$ cat src/rtl/hamming_pkg.sv
// Shared types and helpers for the SECDED decode engine.
// Codeword bit k (1..15) is Hamming position k; bit 0 is overall parity.
package hamming_pkg;

    localparam int CW_W   = 16;
    localparam int DATA_W = 11;

    localparam int P0_POS = 0;
    localparam int P1_POS = 1;
    localparam int P2_POS = 2;
    localparam int P4_POS = 4;
    localparam int P8_POS = 8;

    typedef enum logic [1:0] {
        FLG_OK  = 2'b00,
        FLG_COR = 2'b01,
        FLG_DBL = 2'b10
    } flag_t;

    typedef enum logic [2:0] {
        S_IDLE,
        S_RD_LO,
        S_RD_HI,
        S_CAP,
        S_DEC,
        S_WR_LO,
        S_WR_HI,
        S_DONE
    } dec_state_t;

    function automatic logic [3:0] hamming_syndrome(input logic [CW_W-1:0] cw);
        logic [3:0] s;
        s = '0;
        for (int k = 1; k < CW_W; k++) begin
            if (cw[k]) s = s ^ 4'(k);
        end
        return s;
    endfunction

endpackage

$ cat src/rtl/secded_dec16.sv
// Combinational SECDED decode of one 16-bit codeword into 11 data bits and a status flag.
module secded_dec16
    import hamming_pkg::*;
(
    input  logic [CW_W-1:0]   i_cw,
    output logic [DATA_W:1]   o_data,
    output flag_t             o_flag
);

    logic [3:0]      w_syn;
    logic            w_par;
    logic [CW_W-1:0] w_fix;

    always_comb begin
        w_syn  = hamming_syndrome(i_cw);
        w_par  = ^i_cw;
        w_fix  = i_cw;
        o_flag = FLG_OK;
        // Odd overall parity means one flip; syndrome 0 points at p0 itself.
        if (w_par) begin
            w_fix[w_syn] = ~i_cw[w_syn];
            o_flag       = FLG_COR;
        end else if (w_syn != 4'd0) begin
            o_flag = FLG_DBL;
        end
        o_data = {w_fix[15:9], w_fix[7:5], w_fix[3]};
    end

endmodule

$ cat src/rtl/hamming_dec_engine.sv
// Memory-walking SECDED decoder: reads NUM_MSG codewords, writes data+status back.
// Fixed 6-cycle schedule per message over a sync-read byte memory.
module hamming_dec_engine
    import hamming_pkg::*;
#(
    parameter int NUM_MSG  = 15,
    parameter int IN_BASE  = 30,
    parameter int OUT_BASE = 0
) (
    input  logic       i_clk,
    input  logic       i_reset,
    input  logic       i_start,
    input  logic [7:0] i_mem_rdata,
    output logic [7:0] o_mem_addr,
    output logic       o_mem_wen,
    output logic [7:0] o_mem_wdata,
    output logic       o_busy,
    output logic       o_done,
    output logic [3:0] o_err1_cnt,
    output logic [3:0] o_err2_cnt
);

    dec_state_t        r_state, w_next;
    logic [6:0]        r_idx;
    logic [7:0]        r_lo, r_hi;
    logic [DATA_W:1]   r_data;
    flag_t             r_flag;
    logic [3:0]        r_err1, r_err2;
    logic              r_done;

    logic [DATA_W:1]   w_dec_data;
    flag_t             w_dec_flag;
    logic              w_go, w_last;
    logic [7:0]        w_in_addr, w_out_addr;

    secded_dec16 u_dec (
        .i_cw   ({r_hi, r_lo}),
        .o_data (w_dec_data),
        .o_flag (w_dec_flag)
    );

    assign w_go       = i_start && (r_state == S_IDLE || r_state == S_DONE);
    assign w_last     = (r_idx == 7'(NUM_MSG - 1));
    // 8-bit sums wrap modulo 256 by construction.
    assign w_in_addr  = 8'(IN_BASE)  + {r_idx, 1'b0};
    assign w_out_addr = 8'(OUT_BASE) + {r_idx, 1'b0};

    always_ff @(posedge i_clk or negedge i_reset) begin
        if (!i_reset) r_state <= S_IDLE;
        else          r_state <= w_next;
    end

    always_comb begin
        w_next      = r_state;
        o_mem_addr  = 8'd0;
        o_mem_wen   = 1'b0;
        o_mem_wdata = 8'd0;
        o_busy      = 1'b0;
        case (r_state)
            S_IDLE:  if (w_go) w_next = S_RD_LO;
            S_RD_LO: begin
                o_busy     = 1'b1;
                o_mem_addr = w_in_addr;
                w_next     = S_RD_HI;
            end
            S_RD_HI: begin
                o_busy     = 1'b1;
                o_mem_addr = w_in_addr + 8'd1;
                w_next     = S_CAP;
            end
            S_CAP: begin
                o_busy = 1'b1;
                w_next = S_DEC;
            end
            S_DEC: begin
                o_busy = 1'b1;
                w_next = S_WR_LO;
            end
            S_WR_LO: begin
                o_busy      = 1'b1;
                o_mem_wen   = 1'b1;
                o_mem_addr  = w_out_addr;
                o_mem_wdata = r_data[8:1];
                w_next      = S_WR_HI;
            end
            S_WR_HI: begin
                o_busy      = 1'b1;
                o_mem_wen   = 1'b1;
                o_mem_addr  = w_out_addr + 8'd1;
                o_mem_wdata = {r_flag, 3'b000, r_data[11:9]};
                w_next      = w_last ? S_DONE : S_RD_LO;
            end
            S_DONE:  if (w_go) w_next = S_RD_LO;
            default: w_next = S_IDLE;
        endcase
    end

    // Read data lands one cycle after its address, so each byte is captured a state later.
    always_ff @(posedge i_clk or negedge i_reset) begin
        if (!i_reset) begin
            r_idx  <= '0;
            r_lo   <= '0;
            r_hi   <= '0;
            r_data <= '0;
            r_flag <= FLG_OK;
            r_err1 <= '0;
            r_err2 <= '0;
            r_done <= 1'b0;
        end else if (w_go) begin
            r_idx  <= '0;
            r_err1 <= '0;
            r_err2 <= '0;
            r_done <= 1'b0;
        end else begin
            case (r_state)
                S_RD_HI: r_lo <= i_mem_rdata;
                S_CAP:   r_hi <= i_mem_rdata;
                S_DEC: begin
                    r_data <= w_dec_data;
                    r_flag <= w_dec_flag;
                    if (w_dec_flag == FLG_COR && r_err1 != 4'hF) r_err1 <= r_err1 + 4'd1;
                    if (w_dec_flag == FLG_DBL && r_err2 != 4'hF) r_err2 <= r_err2 + 4'd1;
                end
                S_WR_HI: if (!w_last) r_idx <= r_idx + 7'd1;
                S_DONE:  r_done <= 1'b1;
                default: ;
            endcase
        end
    end

    assign o_done     = r_done;
    assign o_err1_cnt = r_err1;
    assign o_err2_cnt = r_err2;

endmodule

$ cat config.mk
export PLATFORM = sky130hd
export DESIGN_NAME = hamming_dec_engine
export DESIGN_NICKNAME = d
export VERILOG_FILES = /design/src/rtl/hamming_pkg.sv /design/src/rtl/secded_dec16.sv /design/src/rtl/hamming_dec_engine.sv
export SDC_FILE = /design/constraint.sdc
export NUM_CORES = 1
export LEC_CHECK = 0
export CAP_MARGIN = 20
export CORE_ASPECT_RATIO = 0.5
export CORE_MARGIN = 5
export CORE_UTILIZATION = 45
export DETAILED_ROUTE_END_ITERATION = 7
export GPL_TIMING_DRIVEN = 0
export HOLD_SLACK_MARGIN = 0.06
export PLACE_DENSITY = 0.64
export REMOVE_ABC_BUFFERS = 1
export SYNTH_ARGS = -nofsm -noshare
export SYNTH_HDL_FRONTEND = slang
export SYNTH_SLANG_ARGS = --single-unit
$ cat constraint.sdc
create_clock -name i_clk -period 3.2 [get_ports i_clk]
set_input_delay 0.96 -clock i_clk [delete_from_list [all_inputs] [get_ports i_clk]]
set_output_delay 0.96 -clock i_clk [all_outputs]
set_load 0.03 [all_outputs]
==> results of run 1 <==
per-stage QoR:
| stage | cell area [sq um] | TNS (ns) | utilization [%] | worst slack [ns] | instances |
|---|---|---|---|---|---|
| 2_1_floorplan | 2900 | 0 | - | 0.216 | 290 |
| 3_3_place_gp | 3390 | -4.79 | 51.6 | -0.100 | 419 |
| 3_5_place_dp | 3400 | -0.638 | 51.8 | -0.0930 | 420 |
| 4_1_cts | 3600 | 0 | 54.8 | 0.0561 | 428 |
| 5_1_grt | 3610 | 0 | 55.0 | 0.000836 | 429 |
| 6_report | 3610 | 0 | 55.0 | 0.100 | 429 |
cell usage in the layout, fill, tap and decap left out, types with 3 or more instances in the layout:
cell              n
xor2_2            4
nand3_1          10
nand4_1           4
nor2_1           35
o221ai_1          9
ha_1              5
o21ai_0          14
and3_1            6
a22oi_1           7
dfrtp_1          45
nor2b_1           4
clkdlybuf4s50_1  33
mux2_2           16
or3_1             6
mux2i_1           8
or2_2             3
xor2_1           11
nor4_1            3
inv_1             4
xnor2_1          22
nor3_1            7
nand2_1          24
dfrtp_2           3
xnor2_2           3
clkbuf_16         5
a21oi_1          14
layout make-up:
| cell class | count | share of cell area [%] |
|---|---|---|
| Timing Repair Buffer | 39 | 10.9 |
| Tap cell | 92 | 3.19 |
| Inverter | 4 | 0.416 |
| Clock inverter | 1 | 0.831 |
| Multi-Input combinational cell | 238 | 47.1 |
| Sequential cell | 48 | 33.4 |
| Clock buffer | 7 | 4.23 |
Yosys cell counts, types with 2 or more instances:
cell type,n,area share [%]
nand3_1,10,1.7
xnor2_1,22,6.5
xor2_2,4,2.2
mux2i_1,8,2.7
nor2b_1,6,1.3
nor3_1,7,1.2
mux2_2,16,6.0
or3_1,6,1.3
and3_1,6,1.3
ha_1,5,2.1
o221ai_1,9,2.6
nand4_1,4,0.84
and4_1,2,0.59
o21ai_0,14,2.4
nor4_1,3,0.63
xor2_1,11,3.2
inv_1,4,0.50
and2_1,2,0.42
dfrtp_1,48,40
clkbuf_1,16,2.0
or4_4,2,0.76
a21oi_1,14,2.4
nand2_1,24,3.0
xnor2_2,3,1.6
a22oi_1,7,1.8
or2_2,3,0.63
nor2_1,35,4.4
metal layers:
metal  up-vias  GRT usage, %
met5         -             0
met4         0          3.92
met3         7          3.55
met2        30          27.7
met1      1139          20.4
li1       1134             -
path summary, 6_finish.rpt:
kind                                 start            end  cells after the start
max in group asynchronous          i_reset     r_state[0]                      2
worst min-delay path             r_flag[1]      r_flag[1]                      2
min in group asynchronous          i_reset  o_err1_cnt[0]                      1
worst min register to register   r_flag[1]      r_flag[1]                      2
worst max-delay path            r_state[1]  o_mem_addr[4]                      4
worst max register to register     r_hi[1]      r_data[2]                      7
kinds of logic after synthesis:
logic type	Yosys count
AND/OR/NAND/NOR	117
AO/OA/AOI/OAI	50
flip-flops	48
XOR/XNOR	42
adder cells (fa/ha/maj)	5
multiplexers	24
buffers and inverters	22
flip-flops by register name, summed over array words and instances (netlist names):
signal	cells
r_hi	8
r_state	3
r_idx	7
o_err2_cnt	4
o_done	1
o_err1_cnt	4
r_data	11
r_flag	2
r_lo	8
worst reg2reg max path: cells and delay by family, from the launching register on:
kind,cells,cell delay [ns]
xor+xnor,3,1.26
simple gates,1,0.52
flops,1,0.47
mux,1,0.30
compound gates,2,0.29
timing repair:
item / CTS / global route
resized for setup: 8 / 2
setup endpoints to repair: 14 / 5
gates cloned: 0 / 0
==> flow_summary.toml, run 1 <==
[outcome]
outcome = "finished, final reports clean"

[clock_tree]
ctsHoldBuffers = 0
cts_sinks = 48
clockRootBuffer = "clkbuf_16"
cts_buffers = 5
cts_tree = "done"
cts-htree-levels = 2
cts.path.max_buffers = 2
clk_pin_slew_ns = 0.06
insertion_delay_ns = 0.29
post-cts-setup-buffers = 0

[logic_synthesis]
synth-compound-area-share_pct = 10.8
synth_edf_count = 0
synth_cells = 308
ys_types = 44
synth_adder_area_share_pct = 2.10
syn_avg_cell_area_sq_um = 9.68
muxShareOfSynthArea_pct = 8.73
ys.flop_type = "dfrtp_1"
netlist_area_sq_mm = 0.00298
ys_warn_count = 0
seq_area_frac_synth_pct = 40.3
synth_top_family_by_area = "simple AND/OR/NAND/NOR gates"
synthXorXnorAreaFrac_pct = 15.1
synth_simple_gate_area_share_pct = 19.8
ys_ff_latch = 48
async_flop_share_pct = 100

[timing]
fin_crit_sh_pct = 96.9
setup_violations = 0
min_period_ns = 3.10
fmax_mhz = 323
slew_headroom_pct = 34.1
holdWs_ns = 0.481
report.final.slew_viol_count = 0
fin_skew_ns = 0.00662
hold_viol = 0
rsz0062_at_grt = "false"
tightest_slew_ns = 0.981

[floorplan]
die_w_microns = 125
floorplan.initialDensity_pct = 45.4
die-area_sq_mm = 0.00845
die_y_microns = 67.6
core_sq_mm = 0.00657
rows = 21
ioPinCount = 38

[final_layout]
antennaDiodeCount = 0
final_nets = 352
nFillCells = 601
drive_gt1_share_pct = 13.9
seq_area_sq_mm = 0.00120
area_growth_pct = 21.1
multi_input_area_sq_mm = 0.00170

[placed_design]
portBuffers = 37
place.gp.congestion = 0.828
hpwl_mm = 4.72

[global_routing]
grt_overflow = 0
grt_pass1_vias = 2296
grt.total_usage_pct = 15.8
antenna_found_initial = 0
grt_max_degree = 29
grt_pass1_wl_mm = 10.9

[drt]
wire_per_inst_microns = 14.8
wl_met3_microns = 159
vias_per_cell = 5.38
top_layer = "met4"
met1Wirelength_mm = 3.16
drt_pass1_iterations = 4
drt_first_iter_violations = 147
drcViolationCount = 0
drt-total-wl_mm = 6.36
wl_met2_mm = 2.99
num_vias = 2310
ant_nets = 0

[setup_path]
cpPeakStageDelay_ns = 0.67
crit_buf_inv = 1
crit_top_cell = "nor2_1"
ff2ff_setup_slack_ns = 0.26
crit_chain = "nor2b_4 > nor2_1 > nor2_1 > clkdlybuf4s50_1"
cpMaxStageDelayCell = "clkdlybuf4s50_1"
critPathTopFamily = "buffers and inverters"
worstPathMaxFanout = 14
setup.worst_path.class = "reg -> out"
worstPathRequired_ns = 2.24
start_kind = "flip-flop"
cp-end-kind = "output port"
arrival_ns = 2.14

[hold_path]
min_path_type = "reg -> reg"

[job]
max-cap-violations = 0
Power of run 1 is not shown: default switching activity piles up to over one toggle a cycle in this logic, so the estimate is an artifact.
==> inputs of run 2 (changes only) <==
--- a/config.mk
+++ b/config.mk
@@ -11,7 +11,6 @@
 export CORE_UTILIZATION = 45
 export DETAILED_ROUTE_END_ITERATION = 7
 export GPL_TIMING_DRIVEN = 0
-export HOLD_SLACK_MARGIN = 0.06
 export PLACE_DENSITY = 0.64
 export REMOVE_ABC_BUFFERS = 1
 export SYNTH_ARGS = -nofsm -noshare
==> results of run 2 <==
The final DEF is identical to that of run 1; final timing and power are the same.
Power of run 2 is left out for the same reason.
==> inputs of run 3 (changes only) <==
==> constraint.sdc (replaced) <==
create_clock -name i_clk -period 3.2 [get_ports i_clk]
set_input_delay 0.96 -clock i_clk [delete_from_list [all_inputs] [get_ports i_clk]]
set_output_delay 0.96 -clock i_clk [all_outputs]
set_load 0.05 [all_outputs]
==> run 3 against run 2 <==
Compared with the run above: critical path type unchanged; fmax rose by 0.50%; flip-flop and latch count unchanged; cell count is the same; cell area shrank 0.94%; critical endpoint is now o_mem_addr[2]; clock skew about the same; global-route usage barely moved; non-clock buffer count did not move; hold slack barely moved; die area did not move; highest routed layer unchanged; critical path depth is the same; via count fell by 0.17%.
==> flow_summary.toml, run 3 (synthesis results as in run 1) <==
[outcome]
outcome = "finished, final reports clean"

[drt]
drt-total-wl_mm = 6.37
drt_first_iter_violations = 146
drcViolationCount = 0
ant_nets = 0
num_vias = 2306
drt_pass1_iterations = 4
vias_per_cell = 5.38
wire_per_inst_microns = 14.8

[timing]
rsz0062_at_grt = "false"
slew_headroom_pct = 34.1
finalWorstSetupSlack_ns = 0.115
fin_crit_sh_pct = 96.4
report.final.slew_viol_count = 0
fmax_mhz = 324
fin_skew_ns = 0.00644
min_period_ns = 3.08
tightest_slew_ns = 0.981
setup_violations = 0
holdWs_ns = 0.481
hold_viol = 0

[setup_path]
r2r_start = "r_lo[7]"
ff2ff_setup_slack_ns = 0.26
r2r_end = "r_data[2]"
cp-end-kind = "output port"
worstPathMaxFanout = 12
arrival_ns = 2.12
crit_start = "r_state[0]"
worstPathRequired_ns = 2.24
start_kind = "flip-flop"
r2r_cells = 7
setup.worst_path.class = "reg -> out"

[placed_design]
portBuffers = 37
post-place-ws_ns = -0.226
place.gp.congestion = 0.828
dp_cells = 420
hpwl_mm = 4.72

[hold_path]
hold_depth = 2
hp-start = "r_flag[1]"
min_path_type = "reg -> reg"
hold_end = "r_flag[1]"

[final_layout]
layout_common_cells = "dfrtp_1, nor2_1, nand2_1"
top_regs = "r_data (11), r_hi (8), r_lo (8)"
mostFrequentLayoutCell = "dfrtp_1"
area_growth_pct = 20.0
finalNonFillerCells = 429
drive_gt1_share_pct = 14.2
top_register = "r_data"
final_nets = 352
antennaDiodeCount = 0
largest_reg_flops = 11
nFillCells = 612

[floorplan]
floorplan.initialDensity_pct = 45.4
rows = 21
die_y_microns = 67.6
core_sq_mm = 0.00657
ioPinCount = 38
die-area_sq_mm = 0.00845
die_w_microns = 125

[clock_tree]
insertion_delay_ns = 0.29
cts-htree-levels = 2
cts_sinks = 48
clockRootBuffer = "clkbuf_16"
post-cts-setup-buffers = 0
ctsHoldBuffers = 0
clk_pin_slew_ns = 0.06
postCtsResizedCells = 20
cts_tree = "done"
cts.path.max_buffers = 2
cts_buffers = 5

[global_routing]
grt_util_met2_pct = 27.7
grt_pass1_wl_mm = 10.9
grt_pass1_vias = 2299
antenna_found_initial = 0
gr-max-usage-layer = "met2"
grtUsageMet3_pct = 3.63
grt.total_usage_pct = 15.9
grt_overflow = 0
grt_max_degree = 29
use_met1_pct = 20.4

[job]
max-cap-violations = 0
-- run 3: metrics by stage --
step	utilization, %	instance area [sq um]	setup TNS (ns)
6_report	54.5	3580	0
3_3_place_gp	51.6	3390	-6.01
4_1_cts	54.5	3580	0
5_1_grt	54.5	3580	0
3_5_place_dp	51.8	3400	-2.08
2_1_floorplan	-	2900	-3.61
-- run 3: layout make-up --
class	instances	area (sq um)	share of cell area (%)
inverters	4	15.0	0.420
flip-flops and latches	48	1200	33.6
repair buffers	39	367	10.2
clock buffers	7	153	4.27
clock inverters	1	30.0	0.839
multi-input cells	238	1700	47.4
well taps	92	115	3.22
-- run 3: worst max path at each step --
stage                         end  slack, ns  cells past startpoint
finish              o_mem_addr[2]       0.12                      4
global route            o_mem_wen      0.003                      4
CTS                 o_mem_addr[6]       0.01                      5
detailed placement  o_mem_addr[7]      -0.23                      4
global placement    o_mem_addr[2]      -0.15                      4
floorplan           o_mem_addr[1]      -0.34                      3
-- run 3: worst max-delay path: stages, from the launching register on --
cell and delay (ns):
dfrtp_1 0.56, nor2b_2 0.42, nor2_1 0.21, nor2_1 0.13, dlygate4sd2_1 0.53
-- run 3: per-layer routing --
layer | up-vias | part of all wire (%) | wire length (microns)
met5 | - | 0 | 0
met4 | 0 | 0.94 | 60
met3 | 7 | 3.1 | 199
met2 | 36 | 47 | 2970
met1 | 1130 | 49 | 3130
li1 | 1133 | - | -
Power of run 3 is left out for the same reason.
